**config.mk**
```make
export PLATFORM = sky130hd
export DESIGN_NAME = mem_arbiter
export DESIGN_NICKNAME = d
export VERILOG_FILES = /design/src/rtl/mem_arbiter_pkg.sv /design/src/rtl/mem_arbiter_rr_pick2.sv /design/src/rtl/mem_arbiter.sv
export SDC_FILE = /design/constraint.sdc
export NUM_CORES = 1
export LEC_CHECK = 0
export CORE_MARGIN = 1.5
export CORE_UTILIZATION = 39
export CTS_CLUSTER_DIAMETER = 200
export CTS_CLUSTER_SIZE = 14
export DETAILED_ROUTE_END_ITERATION = 8
export PLACE_DENSITY_LB_ADDON = 0.2
export SYNTH_ARGS = -nofsm -noshare
export SYNTH_HDL_FRONTEND = slang
export SYNTH_SLANG_ARGS = --single-unit
```
**constraint.sdc**
```tcl
create_clock -name clock -period 2 [get_ports clock]
set_input_delay 0.6 -clock clock [delete_from_list [all_inputs] [get_ports clock]]
set_output_delay 0.6 -clock clock [all_outputs]
set_load 0.02 [all_outputs]
```
**src/rtl/mem_arbiter_pkg.sv**
```systemverilog
// Shared types and constants for the two-master byte memory arbiter.
package mem_arbiter_pkg;

    typedef enum logic [1:0] {
        ST_IDLE  = 2'd0,
        ST_WRITE = 2'd1,
        ST_READ  = 2'd2,
        ST_ACK   = 2'd3
    } state_t;

    localparam logic [1:0] GRANT_NONE = 2'b00;
    localparam logic [1:0] GRANT_M0   = 2'b01;
    localparam logic [1:0] GRANT_M1   = 2'b10;

    localparam int DEFAULT_READ_LATENCY = 2;

endpackage

```
**src/rtl/mem_arbiter_rr_pick2.sv**
```systemverilog
// Combinational two-way round-robin selector; i_last=1 means master 1 owned the bus last.
module rr_pick2
    import mem_arbiter_pkg::*;
(
    input  logic [1:0] i_req,
    input  logic       i_last,
    output logic [1:0] o_grant
);

    // On a tie the master opposite the last owner wins.
    always_comb begin
        o_grant = GRANT_NONE;
        case (i_req)
            2'b01:   o_grant = GRANT_M0;
            2'b10:   o_grant = GRANT_M1;
            2'b11: begin
                if (i_last) begin
                    o_grant = GRANT_M0;
                end else begin
                    o_grant = GRANT_M1;
                end
            end
            default: o_grant = GRANT_NONE;
        endcase
    end

endmodule

```
**src/rtl/mem_arbiter.sv**
```systemverilog
// Two-master arbiter for a single-port byte memory with a fixed pipelined read latency.
module mem_arbiter
    import mem_arbiter_pkg::*;
#(
    parameter int ADDR_WIDTH   = 32,
    parameter int READ_LATENCY = DEFAULT_READ_LATENCY
) (
    input  logic                  clock,
    input  logic                  locked,
    input  logic                  i_m0_req,
    input  logic                  i_m0_we,
    input  logic [ADDR_WIDTH-1:0] i_m0_address,
    input  logic [7:0]            i_m0_data,
    output logic [7:0]            o_m0_data,
    output logic                  o_m0_ack,
    input  logic                  i_m1_req,
    input  logic                  i_m1_we,
    input  logic [ADDR_WIDTH-1:0] i_m1_address,
    input  logic [7:0]            i_m1_data,
    output logic [7:0]            o_m1_data,
    output logic                  o_m1_ack,
    output logic [ADDR_WIDTH-1:0] o_address,
    input  logic [7:0]            i_data,
    output logic [7:0]            o_data,
    output logic                  o_we,
    output logic [1:0]            o_grant
);

    localparam int                CNT_W    = $clog2(READ_LATENCY + 1);
    localparam logic [CNT_W-1:0]  CNT_LAST = CNT_W'(READ_LATENCY);

    state_t             r_state;
    logic [CNT_W-1:0]   r_cnt;
    logic               r_last;
    logic [1:0]         w_pick;

    rr_pick2 u_pick (
        .i_req   ({i_m1_req, i_m0_req}),
        .i_last  (r_last),
        .o_grant (w_pick)
    );

    // Bus FSM: grant, write strobe, read latency count, data capture and ack pulse.
    always_ff @(posedge clock or negedge locked) begin
        if (!locked) begin
            r_state   <= ST_IDLE;
            r_cnt     <= '0;
            r_last    <= 1'b1;
            o_we      <= 1'b0;
            o_address <= '0;
            o_data    <= 8'h00;
            o_grant   <= GRANT_NONE;
            o_m0_ack  <= 1'b0;
            o_m1_ack  <= 1'b0;
            o_m0_data <= 8'h00;
            o_m1_data <= 8'h00;
        end else begin
            case (r_state)
                ST_IDLE: begin
                    r_cnt    <= '0;
                    o_m0_ack <= 1'b0;
                    o_m1_ack <= 1'b0;
                    if (w_pick == GRANT_M0) begin
                        o_we      <= i_m0_we;
                        o_address <= i_m0_address;
                        o_data    <= i_m0_data;
                        o_grant   <= GRANT_M0;
                        r_last    <= 1'b0;
                        r_state   <= i_m0_we ? ST_WRITE : ST_READ;
                    end else if (w_pick == GRANT_M1) begin
                        o_we      <= i_m1_we;
                        o_address <= i_m1_address;
                        o_data    <= i_m1_data;
                        o_grant   <= GRANT_M1;
                        r_last    <= 1'b1;
                        r_state   <= i_m1_we ? ST_WRITE : ST_READ;
                    end else begin
                        o_we    <= 1'b0;
                        o_grant <= GRANT_NONE;
                        r_state <= ST_IDLE;
                    end
                end
                ST_WRITE: begin
                    o_we     <= 1'b0;
                    o_m0_ack <= o_grant[0];
                    o_m1_ack <= o_grant[1];
                    r_state  <= ST_ACK;
                end
                ST_READ: begin
                    o_we <= 1'b0;
                    // Memory data for our address is on i_data during the final count cycle.
                    if (r_cnt == CNT_LAST) begin
                        if (o_grant[0]) begin
                            o_m0_data <= i_data;
                        end else begin
                            o_m0_data <= o_m0_data;
                        end
                        if (o_grant[1]) begin
                            o_m1_data <= i_data;
                        end else begin
                            o_m1_data <= o_m1_data;
                        end
                        o_m0_ack <= o_grant[0];
                        o_m1_ack <= o_grant[1];
                        r_state  <= ST_ACK;
                    end else begin
                        r_cnt   <= r_cnt + 1'b1;
                        r_state <= ST_READ;
                    end
                end
                ST_ACK: begin
                    o_we     <= 1'b0;
                    o_m0_ack <= 1'b0;
                    o_m1_ack <= 1'b0;
                    o_grant  <= GRANT_NONE;
                    r_state  <= ST_IDLE;
                end
                default: begin
                    o_we     <= 1'b0;
                    o_m0_ack <= 1'b0;
                    o_m1_ack <= 1'b0;
                    o_grant  <= GRANT_NONE;
                    r_state  <= ST_IDLE;
                end
            endcase
        end
    end

endmodule

```
# Word-level counts from Yosys, hierarchy flattened
# Index checks and enable logic that the tools add are counted.
# Widths: inputs -> output; s select.
[word_totals]
out_inout_bits = 61
reg_bits = 66
word_cells = 59
[classes]
reduce_logical = 10
eq_ne = 11
n_addsub = 1
n_mux = 26
[op_table]
columns = ["op", "count"]
rows = [
  ["$mux 32", 2],
  ["$mux 2", 8],
  ["$mux 8", 2],
  ["$eq 2x2->1 const B", 6],
  ["$pmux 2 s2", 2],
  ["$pmux 2 s4", 1],
  ["$mux 1", 7],
  ["$eq 2x1->1 const B", 3],
  ["$pmux 1 s3", 2],
  ["$pmux 2 s3", 1],
  ["$reduce_and 3->1", 2],
  ["$reduce_bool 2->1", 3],
  ["$ne 2x2->1 const B", 2],
  ["$reduce_and 2->1", 2],
  ["$reduce_or 3->1", 1],
  ["$add 2x1->2 const B", 1],
  ["$logic_not 2->1", 1],
  ["$pmux 1 s2", 1],
  ["$reduce_or 2->1", 1],
]

# Logic depth before layout (Yosys ltp)
[depth]
word_depth = 6
ltp_mapped = 7
depth_no_buf = 5

# By module
# Synthesis repeated with hierarchy kept, for this count alone.
[hier_totals]
hier_cells = 267
hier_area_um2 = 3215.6
[by_module_without_submodules]
columns = ["module", "n_inst", "cells_each", "seq_area_each_um2", "area_each_um2"]
rows = [
  ["mem_arbiter", 1, 264, 1652.8, 3196.8],
  ["rr_pick2", 1, 3, 0.0, 18.8],
]

# Worst setup path before layout
# No wires, ideal clock.
[synth_timing]
kind = "reg2reg"
start = "register r_state[0]"
end = "register o_address[10]"
n_path_buf = 2
arrival_time_ps = 1303
period_less_slack_ps = 1426
setup_time_ps = 123
stages_incl_launch_ff = 8
setup_slack_ps = 574
path_cell_list = "dfrtp_1 > inv_1 > ha_1 > buf_2 > o21ai_2 > clkbuf_1 > nand2b_1 > o221a_1"
[synth_between]
elab_chain_len = 2
[synth_lines]
columns = ["item", "line_no", "text"]
rows = [
  ["start: declaration", "mem_arbiter.sv:32", "state_t r_state;"],
  ["start signal: assignment", "mem_arbiter.sv:69", "r_state <= i_m0_we ? ST_WRITE : ST_READ;"],
  ["start signal: assignment", "mem_arbiter.sv:76", "r_state <= i_m1_we ? ST_WRITE : ST_READ;"],
  ["$logic_not 2->1", "mem_arbiter.sv:58", "case (r_state)"],
  ["$reduce_and 2->1 (no source line)", "-", ""],
  ["end signal: assignment", "mem_arbiter.sv:65", "o_address <= i_m0_address;"],
  ["end signal: assignment", "mem_arbiter.sv:72", "o_address <= i_m1_address;"],
  ["end: declaration", "mem_arbiter.sv:22", "output logic [ADDR_WIDTH-1:0] o_address,"],
]
# Every way passes these cells.
# A chain may end at the register's enable or synchronous reset.

# Final worst setup path
[layout_timing]
start = "register o_grant[0]"
end = "output port o_grant[0]"
[layout_rtl]
columns = ["item", "line_no", "text"]
rows = [
  ["start: declaration", "mem_arbiter.sv:26", "output logic [1:0] o_grant"],
  ["start signal: assignment", "mem_arbiter.sv:52", "o_grant <= GRANT_NONE;"],
  ["start signal: assignment", "mem_arbiter.sv:67", "o_grant <= GRANT_M0;"],
  ["start signal: assignment", "mem_arbiter.sv:74", "o_grant <= GRANT_M1;"],
]
# No word-level cell between the ends.

==> results.sh <==
export IMPL_outcome="complete, no violations"
export IMPL_crit_buf_inv=1
export IMPL_globalRoute_busiestLayer="met2"
export IMPL_power_leakage_nw=1.92
export IMPL_rsz0062_at_grt="no"
export IMPL_p_int_mw=4.77
export IMPL_slew_violations=0
export IMPL_synth_fp_nets=318
export IMPL_ioPinCount=155
export IMPL_clkTransAtPathRegs_ns=0.07
export IMPL_comb_power_share=0.535
export IMPL_cts_sinks=66
export IMPL_cap_violations=0
export IMPL_clkLatencyLatePin_ns=0.34
export IMPL_place_ws_ns=-0.0753
export IMPL_async_flop_share=1.00
export IMPL_yosys_area_top_type_share=0.558
export IMPL_seqPwrFrac=0.312
export IMPL_whs_ns=0.261
export IMPL_critPathLaunchType="flip-flop"
export IMPL_hold_violations=0
export IMPL_yosys_area_top_type="dfrtp_1"
export IMPL_wirelength_um=7750
export IMPL_max_slew_margin=0.661
export IMPL_ys_ff_latch=66
export IMPL_fill_cells=558
export IMPL_critPathTopFamily="buffers and inverters"
export IMPL_cts_buffers=9
export IMPL_die_x_um=89.5
export IMPL_worst_slack_ns=0.0692
export IMPL_seqCellArea_mm2=0.00165
export IMPL_fin_cells=486
export IMPL_routedWlPerCell_um=16.0
export IMPL_synth_flop_cell="dfrtp_1"
export IMPL_grt_pass1_wl_um=11700
export IMPL_area_growth_pct=65.6
export IMPL_gr_total_overflow=0
export IMPL_drtAntennaViolNets=0
export IMPL_drc=0
export IMPL_synth_top_cells_by_area="dfrtp_1 56%, o221a_1 15%, nand2b_1 9.0%"
export IMPL_power_frac_clock=0.153
export IMPL_cpPeakStageDelay_ns=0.61
export IMPL_yosysUniqueCellTypes=27
export IMPL_cts_tree="done"
export IMPL_cts_root_buffer="clkbuf_8"
export IMPL_htreeDepth=3
export IMPL_vias=2412
export IMPL_powerDensity_mw_per_mm2=1550
export IMPL_fin_skew_ns=0.00972
export IMPL_irDropWorstVdd_mv=0.676
export IMPL_post_cts_resized=0
export IMPL_multi_input_area_mm2=0.00115
export IMPL_drive_above_1_share=0.0930
export IMPL_cp_end_kind="primary output"
export IMPL_grt_usage=0.194
export IMPL_viasPerCell=4.96
export IMPL_met2_usage=0.314
export IMPL_core_area_mm2=0.00725
export IMPL_yosysMostFrequentCell="dfrtp_1"
export IMPL_tightestPinTransition_ns=0.508
export IMPL_nets=481
export IMPL_postCtsHoldBufs=0
export IMPL_setup_viol=0
export IMPL_min_period_ns=1.93
export IMPL_grtUsageMet1=0.251
export IMPL_required_ns=1.40
export IMPL_fin_area_mm2=0.00483
export IMPL_dpl_instance_area_mm2=0.00463
export IMPL_syn_inst=219
export IMPL_io_buffers=154
export IMPL_arrival_ns=1.33
export IMPL_ys_warn_count=0
export IMPL_fin_crit_sh=0.965
export IMPL_criticalPathCategory="flip-flop to primary output"
export IMPL_synth_edf_count=0
export IMPL_cts_setup_buffers=0
export IMPL_synth_seq_area_share=0.567
export IMPL_grt_pass1_vias=2445
export IMPL_slowest_stage="clkdlybuf4s50_1"
export IMPL_grt_util_met3=0.0471
export IMPL_grt_max_degree=40
export IMPL_switching_share=0.363
export IMPL_place_inst=470
export IMPL_yosys_top_cells_count="65 x dfrtp_1, 42 x nand2b_1, 40 x o221a_1, 16 x mux2_1, 8 x nand2_1"
export IMPL_die_y_um=89.5
export IMPL_die_area_mm2=0.00801
export IMPL_final_util=0.666
export IMPL_p_sw_mw=2.72
export IMPL_cp_max_fo=3
export IMPL_dr_pass1_iters=4
export IMPL_initial_core_util=0.402
export IMPL_avgSynthCellArea_um2=13.3
export IMPL_hp_class="input port to async pin"
export IMPL_clockBufferDepth=2
export IMPL_grt_antenna_before_repair=0
export IMPL_crit_chain="clkdlybuf4s50_1"
export IMPL_hpwl_um=5670
export IMPL_max_freq_mhz=518
export IMPL_antenna_cells=0
export IMPL_rows=31
export IMPL_gp_congestion=0.705
export IMPL_drt_iter0_markers=74
export IMPL_syn_area_mm2=0.00292
## routing by layer
layer,part of all wire,wire length (µm),up-vias
met1,0.43,3320,1156
met3,0.075,582,8
met5,0,0,-
li1,-,-,1139
met4,0.015,115,0
met2,0.48,3740,109
## cells by family after synthesis
kind of cell             Yosys count  synth area share
adder cells (fa/ha/maj)            5            0.0215
flip-flops                        66             0.567
AO/OA/AOI/OAI                     54             0.187
AND/OR/NAND/NOR                   60             0.123
buffers and inverters             18            0.0403
multiplexers                      16            0.0618
## worst reg2reg max path, cell delays in order, from the launching register on
cell,delay [ns]
dfrtp_1,0.41
inv_1,0.09
ha_1,0.28
buf_4,0.19
nand2_2,0.09
buf_12,0.17
o221a_1,0.25
## worst paths after layout
kind | from | end | slack [ns] | depth (start not counted)
worst min-delay path | locked | o_m1_data[7]$_DFFE_PN0P_ | 0.26 | 2
max in group asynchronous | locked | r_last$_DFFE_PN1P_ | 1.30 | 2
worst min register to register | o_m0_ack$_DFFE_PN0P_ | o_m0_ack$_DFFE_PN0P_ | 0.48 | 2
worst max-delay path | o_grant[0]$_DFFE_PN0P_ | o_grant[0] | 0.07 | 1
min in group clock | o_m0_ack$_DFFE_PN0P_ | o_m0_ack$_DFFE_PN0P_ | 0.48 | 2
worst max register to register | r_state[0]$_DFF_PN0_ | o_address[17]$_DFFE_PN0P_ | 0.40 | 6
## final cells by class
cell class,count,area share
tap,99,0.0256
sequential,66,0.342
inverter,3,0.00233
clock inverter,4,0.0104
timing repair buffer,167,0.349
multi-input combinational,135,0.239
clock buffer,12,0.0321
## per-stage QoR
stage | setup TNS, ns | power, mW
final | 0 | 7.48
after global routing | 0 | 7.94
after CTS | 0 | 7.55
after detailed placement | -1.97 | 6.38
after global placement | -0.447 | 6.27
after floorplan | 0 | 4.52
## registers in the layout, indices dropped and copies added, names as in the netlist, 2 cells and up
name / count
r_state: 2
o_m0_data: 8
r_cnt: 2
o_grant: 2
o_address: 32
o_data: 8
o_m1_data: 8
## power groups by stage
stage | Clock [mW] | Sequential (mW) | Combinational, mW
after floorplan | 0 | 3.05 | 1.47
after global placement | 0 | 2.34 | 3.93
after detailed placement | 0 | 2.34 | 4.04
after CTS | 1.16 | 2.34 | 4.05
after global routing | 1.22 | 2.41 | 4.31
final | 1.15 | 2.33 | 4.00
## layout by cell type (no fill, tap or decap), types with 4 or more instances in the layout
master / netlist / routed
a21oi_1: 4 / 4
buf_12: 0 / 4
buf_4: 4 / 9
clkbuf_8: 0 / 11
clkdlybuf4s50_1: 0 / 153
dfrtp_1: 65 / 65
ha_1: 5 / 5
mux2_1: 16 / 16
nand2_1: 8 / 8
nand2b_1: 42 / 42
o221a_1: 40 / 40
(Power assumes the default switching activity.)
